### src/rtl/dram_reader.sv
// dram_reader: streaming read sequencer for the dram distributed RAM.
//
// A start command makes the block walk a contiguous address range. The
// range wraps at RAM_DEPTH. For each address it drives raddr, captures the
// combinational rdata returned by dram, and presents the words in address
// order on a valid/ready stream. m_last marks the final word of the command.
//
// Ports:
//   clk       in   clock, rising edge (shared with the attached dram)
//   rstn      in   asynchronous active-low reset
//   start     in   command strobe, only looked at while idle
//   base_addr in   first address of the command (< RAM_DEPTH)
//   length    in   number of words to read; zero gives an immediate done
//   busy      out  command in progress
//   done      out  one-cycle pulse when a command has completed
//   raddr     out  registered read address to dram
//   rdata     in   read data from dram (combinational read of raddr)
//   m_data    out  stream data
//   m_valid   out  stream valid
//   m_ready   in   stream ready from the consumer
//   m_last    out  final word of the command
module dram_reader #(
  parameter int RAM_WIDTH      = 32,
  parameter int RAM_DEPTH      = 16,
  parameter int RAM_ADDR_WIDTH = 4
) (
  input  logic                      clk,
  input  logic                      rstn,
  input  logic                      start,
  input  logic [RAM_ADDR_WIDTH-1:0] base_addr,
  input  logic [RAM_ADDR_WIDTH:0]   length,
  output logic                      busy,
  output logic                      done,
  output logic [RAM_ADDR_WIDTH-1:0] raddr,
  input  logic [RAM_WIDTH-1:0]      rdata,
  output logic [RAM_WIDTH-1:0]      m_data,
  output logic                      m_valid,
  input  logic                      m_ready,
  output logic                      m_last
);

  typedef enum logic [1:0] {IDLE, READ, DRAIN} state_t;

  state_t                    state_q, state_d;
  logic [RAM_ADDR_WIDTH-1:0] raddr_q, raddr_d;
  logic [RAM_ADDR_WIDTH:0]   rem_q, rem_d;
  logic [RAM_WIDTH-1:0]      data_q, data_d;
  logic                      valid_q, valid_d;
  logic                      last_q, last_d;
  logic                      busy_q, busy_d;
  logic                      done_q, done_d;
  logic                      load;

  // The output register takes a new word when it is empty or when its
  // current word is being accepted, so a steady ready gives one word/cycle.
  assign load = !valid_q || m_ready;

  always_comb begin
    state_d = state_q;
    raddr_d = raddr_q;
    rem_d   = rem_q;
    data_d  = data_q;
    valid_d = valid_q;
    last_d  = last_q;
    busy_d  = busy_q;
    done_d  = 1'b0;
    case (state_q)
      IDLE: begin
        if (start) begin
          if (length != '0) begin
            raddr_d = base_addr;
            rem_d   = length;
            busy_d  = 1'b1;
            state_d = READ;
          end else begin
            done_d = 1'b1;
          end
        end
      end
      READ: begin
        if (load) begin
          data_d  = rdata;
          valid_d = 1'b1;
          last_d  = (rem_q == (RAM_ADDR_WIDTH+1)'(1));
          raddr_d = (raddr_q == RAM_ADDR_WIDTH'(RAM_DEPTH - 1)) ? '0
                                                                : raddr_q + RAM_ADDR_WIDTH'(1);
          rem_d   = rem_q - (RAM_ADDR_WIDTH+1)'(1);
          if (rem_q == (RAM_ADDR_WIDTH+1)'(1)) state_d = DRAIN;
        end
      end
      DRAIN: begin
        // The last word is already in the output register; wait for it
        // to be taken before reporting completion.
        if (valid_q && m_ready) begin
          valid_d = 1'b0;
          last_d  = 1'b0;
          done_d  = 1'b1;
          busy_d  = 1'b0;
          state_d = IDLE;
        end
      end
      default: begin
        state_d = IDLE;
        busy_d  = 1'b0;
        valid_d = 1'b0;
        last_d  = 1'b0;
      end
    endcase
  end

  always_ff @(posedge clk or negedge rstn) begin
    if (!rstn) begin
      state_q <= IDLE;
      raddr_q <= '0;
      rem_q   <= '0;
      data_q  <= '0;
      valid_q <= 1'b0;
      last_q  <= 1'b0;
      busy_q  <= 1'b0;
      done_q  <= 1'b0;
    end else begin
      state_q <= state_d;
      raddr_q <= raddr_d;
      rem_q   <= rem_d;
      data_q  <= data_d;
      valid_q <= valid_d;
      last_q  <= last_d;
      busy_q  <= busy_d;
      done_q  <= done_d;
    end
  end

  assign busy    = busy_q;
  assign done    = done_q;
  assign raddr   = raddr_q;
  assign m_data  = data_q;
  assign m_valid = valid_q;
  assign m_last  = last_q;

endmodule

### config.mk
export PLATFORM = sky130hd
export DESIGN_NAME = dram_reader
export DESIGN_NICKNAME = d
export VERILOG_FILES = /design/src/rtl/dram_reader.sv
export SDC_FILE = /design/constraint.sdc
export NUM_CORES = 1
export LEC_CHECK = 0
export ABC_AREA = 1
export CAP_MARGIN = 20
export CORE_UTILIZATION = 28
export DETAILED_ROUTE_END_ITERATION = 6
export GPL_TIMING_DRIVEN = 0
export MAX_ROUTING_LAYER = met4
export PLACE_DENSITY = 0.55
export SYNTH_ARGS = -nofsm -noshare
export SYNTH_HDL_FRONTEND = slang
export SYNTH_SLANG_ARGS = --single-unit
export TNS_END_PERCENT = 10
### constraint.sdc
create_clock -name clk -period 1.9 [get_ports clk]
set_input_delay 0.38 -clock clk [delete_from_list [all_inputs] [get_ports clk]]
set_output_delay 0.38 -clock clk [all_outputs]
set_load 0.005 [all_outputs]
======== Word level (Yosys, flattened, before mapping) ========
Index checks and enable logic that the tools add are counted.
storage, ports and cells
  register bits after elaboration ......... 47
  input bits .............................. 45
  output and inout bits ................... 40
  word-level logic and storage cells ...... 59
operators by class
  add/subtract/negate cells ............... 2
  equal/unequal tests ..................... 9
  multiplexer cells ....................... 27
  bitwise logic cells ..................... 2
  reduce and logical (&&, ||, !) cells .... 11
operators by type and width
  kind                                                                number
  4-bit 2-to-1 mux                                                    4
  5-bit 2-to-1 mux                                                    3
  2-bit 2-to-1 mux                                                    5
  2-bit != test, second input constant                                5
  5-bit one-hot mux with 2 select lines                               1
  1-bit one-hot mux with 3 select lines                               3
  1-bit 2-to-1 mux                                                    8
  4-bit one-hot mux with 2 select lines                               1
  4-bit AND reduction                                                 2
  2-bit one-hot mux with 3 select lines                               1
  5-bit by 1-bit == test with 1-bit output, second input constant     1
  5-bit AND reduction                                                 1
  5-bit nonzero test                                                  1
  5-bit by 1-bit subtractor with 5-bit output, second input constant  1
  4-bit by 1-bit adder with 4-bit output, second input constant       1
  4-bit == test, second input constant                                1
  3-bit AND reduction                                                 1
  2-bit by 1-bit == test with 1-bit output, second input constant     1
  2-bit == test, second input constant                                1
  2-bit logical NOT                                                   1
  1-bit inverter                                                      2
  1-bit one-hot mux with 2 select lines                               1
  2-bit AND reduction                                                 1
  2-bit nonzero test                                                  1
  3 further kinds                                                     3

======== Logic depth before layout (Yosys ltp) ========
  word-level depth ........................ 4
  gate-level depth with buffers ........... 8
  mapped depth without buffers ............ 8

======== Worst setup path before layout ========
No wires, ideal clock.
  kind .................................... flip-flop to flip-flop
  from .................................... reg raddr_q[0] (netlist: raddr[0])
  to ...................................... reg raddr_q[2] (netlist: raddr[2])
  library setup time ...................... 0.116 ns
  arrival time ............................ 1.116 ns
  required time ........................... 1.784 ns
  slack ................................... 0.667 ns
  stages on the path, launching flop included .. 7
  path buffers ............................ 0
  period minus slack after synthesis ...... 1.233 ns
  path through ............................ dfrtp_1 -> ha_1 -> or2_2 -> nand3_1 -> nand2_1 -> nand2_1 -> nand2_1
on the way
  cells in the longest elaborated chain, start to end .. 4
  elaborated cells between the ends (all ways) .. 5
  classes of those cells .................. add/sub: 1; eq/ne: 1; mux: 3
RTL lines
  element                                                                         RTL line  source
  from (decl)                                                                     45        logic [RAM_ADDR_WIDTH-1:0] raddr_q, raddr_d;
  from (signal assigned)                                                          123       raddr_q <= raddr_d;
  4-bit by 1-bit adder with 4-bit output / 4-bit == test (equally long branches)  86, 85
  4-bit 2-to-1 mux (*)                                                            85        raddr_d = (raddr_q == RAM_ADDR_WIDTH'(RAM_DEPTH - 1)) ? '0
  4-bit 2-to-1 mux (*)                                                            81        if (load) begin
  4-bit one-hot mux with 2 select lines (*)                                       67        case (state_q)
Every way passes the cells marked *; elsewhere a longest branch is shown, timed or not. The select of a mux whose other input is x is not followed.
A chain may end at the register's enable or synchronous reset.

======== Worst setup path after layout ========
  from .................................... reg raddr_q[0] (netlist: raddr[0])
  to ...................................... out raddr[0]
RTL lines
  element    RTL line  source
  to (decl)  34        output logic [RAM_ADDR_WIDTH-1:0] raddr,
No word-level cell between the ends.

==> flow_metrics.py <==
metrics = {
    "cts": {
        "cts_resized": 0,
        "hold_buffers": 0,
        "cts_buffers": 5,
        "htree_levels": 2,
        "tritoncts": "done",
        "clk-insertion-delay-late_ps": 300,
        "cts.sinks": 47,
        "cts_post_setup_buffers_inserted": 0,
        "cts-root-buf": "clkbuf_8",
        "clock_path_buffers": 2,
        "clk_pin_slew_ps": 90,
    },
    "detailed_routing": {
        "vias_per_cell": 4.20,
        "vias": 1949,
        "dr.pass1.iters": 4,
        "ant_nets": 0,
        "drt_iter0_markers": 121,
        "routed_wl_mm": 5.35,
        "detail_route.wl_per_cell_um": 11.5,
        "drc": 0,
    },
    "placed_design": {
        "postPlaceCellArea_um2": 3120,
        "io_buffers": 84,
        "hpwlAfterDp_mm": 3.83,
        "routabilityCongestion": 0.809,
    },
    "pwr": {
        "finalPower_uw": 4770,
        "p_leak_uw": 0.00162,
        "vdd_drop_max_uv": 538,
        "pwr_density_cell_nw_per_um2": 1470,
    },
    "grt": {
        "grt_max_degree": 28,
        "overflow": 0,
        "track_usage": 0.143,
        "antenna_found_initial": 0,
        "grt_pass1_vias": 1745,
        "grt_pass1_wl_mm": 8.38,
    },
    "critical_path": {
        "start_kind": "register",
        "cpPeakStageDelay_ps": 530,
        "crit_path_top_delay_cell": "clkdlybuf4s50_1",
        "r2r_slack_ps": 510,
        "r2r_start": "state_q[0]",
        "required_ps": 1520,
        "crit_family": "buffers and inverters",
        "critPathLaunch": "raddr[0]",
        "crit_path_end_kind": "primary output",
        "path_max_fanout": 6,
        "path_buf_inv": 1,
        "crit_type": "register to primary output",
        "critical_path.cell_chain": "clkdlybuf4s50_1",
        "reg2reg_depth": 6,
        "r2r-end": "m_data[5]",
        "arrival_ps": 1270,
    },
    "logic_synthesis": {
        "synth-xor-area-share": 0.00408,
        "synth-compound-area-share": 0.0210,
        "synthAdderAreaFrac": 0.0175,
        "yosys-top-cells-area": "dfrtp_1 (55%), nand2_1 (28%), nand3_1 (2.8%), inv_1 (2.1%), ha_1 (1.8%)",
        "synth.mux.area_fraction": 0,
        "syn_nets": 320,
        "post_synth.cell_area_avg_um2": 7.88,
        "yosysTopAreaCell": "dfrtp_1",
        "synth-simple-area-share": 0.367,
        "ys_types": 20,
        "yosysWarnings": 0,
        "synth-seq-area-share": 0.548,
        "synth_cells": 272,
        "synth_top_family_by_area": "simple AND/OR/NAND/NOR gates",
        "ys_ff_latch": 47,
        "synth.top_cell.area_share": 0.548,
        "syn-cell-area_um2": 2140,
    },
    "die": {
        "start_util": 0.293,
        "die_w_um": 89.5,
        "design.portCount": 85,
        "rows": 31,
        "dieArea_um2": 8010,
        "die_h_um": 89.5,
        "core-area_um2": 7330,
    },
    "sta": {
        "fin_crit_ps": 1650,
        "skew_ps": 6.26,
        "finalCritPeriodShare": 0.871,
        "hold_violations": 0,
        "grt_setup_unrepaired": "false",
        "final_max_slew_viol_count": 0,
        "setup_viol": 0,
        "tightest_slew_ps": 512,
        "max-slew-margin-rel": 0.659,
        "fmax_mhz": 605,
    },
    "cells_and_area": {
        "final_nets": 412,
        "drive_gt1_frac": 0.0685,
        "num_antenna_cells": 0,
        "syn2layout_area_growth_pct": 51.2,
        "nFillCells": 734,
        "final_common_cell": "nand2_1",
        "final_cell_mix": "nand2_1 (159), clkdlybuf4s50_1 (83), dfrtp_1 (47)",
        "design_area_um2": 3240,
        "multiInputGateArea_um2": 878,
        "seq_area_um2": 1180,
    },
    "worst_hold_path": {
        "hold_class": "input port to async pin",
    },
    "run_status": {
        "status": "finished, final reports clean",
    },
    "run": {
        "maxCapViolCount": 0,
    },
}
[layer usage]
layer,share of wire,vias to the layer above,global-route usage
met3,0.093,6,0.0683
met2,0.42,62,0.203
met1,0.48,867,0.182
li1,-,1014,-
met5,0,-,-
met4,0.0092,0,0.0332
[worst max-delay path by stage]
stage,slack [ps],endpoint,cells past startpoint
2_1_floorplan,670,raddr[2],6
3_3_place_gp,-1040,raddr[3],1
3_5_place_dp,110,rem_q[4],8
4_1_cts,230,raddr[2],1
5_1_grt,180,raddr[2],1
6_report,250,raddr[0],1
[registers in the layout, summed over array words and instances (netlist names)]
| signal | flops |
|---|---|
| busy | 1 |
| rem_q | 5 |
| raddr | 4 |
| m_last | 1 |
| m_valid | 1 |
| done | 1 |
| state_q | 2 |
| m_data | 32 |
[power breakdown]
part	switching, µW	internal [µW]	leakage, µW
sequential	323	1460	0.000573
combinational	1010	1190	0.000987
clock	350	426	0.0000612
[cell usage after synthesis]
master,n
dfrtp_1,47
o21ai_0,6
nand3_1,12
inv_1,12
clkbuf_1,3
ha_1,3
buf_2,3
buf_4,1
nor2_4,1
nor2_8,1
a21oi_1,3
nand2_1,159
or2_2,1
xnor2_1,1
nor2_1,9
nand2_4,3
nand4_1,1
or2_1,1
nor2_2,2
inv_2,3
[final cells by class]
| cell class | count | share of cell area |
|---|---|---|
| plain buffers | 7 | 0.0104 |
| inverters | 15 | 0.0174 |
| multi-input cells | 203 | 0.271 |
| clock buffers | 6 | 0.0255 |
| well taps | 99 | 0.0382 |
| repair buffers | 85 | 0.264 |
| flip-flops and latches | 47 | 0.363 |
| clock inverters | 2 | 0.0108 |
[through the flow]
step / util / hold WS [ps] / setup slack, ps / cells / setup TNS [ps]
floorplan: - / 84.4 / 667 / 272 / 0
global placement: 0.424 / 461 / -1040 / 455 / -48620
detailed placement: 0.426 / 386 / 108 / 456 / 0
CTS: 0.442 / 49.6 / 226 / 464 / 0
global route: 0.442 / 60.0 / 182 / 464 / 0
finish: 0.442 / 40.6 / 246 / 464 / 0
[cells by family after synthesis]
group / after synthesis
simple gates: 190
flops: 47
buf+inv: 22
compound gates: 9
fa+ha+maj: 3
xor+xnor: 1
Note: power is estimated with default switching activity, not from simulation.
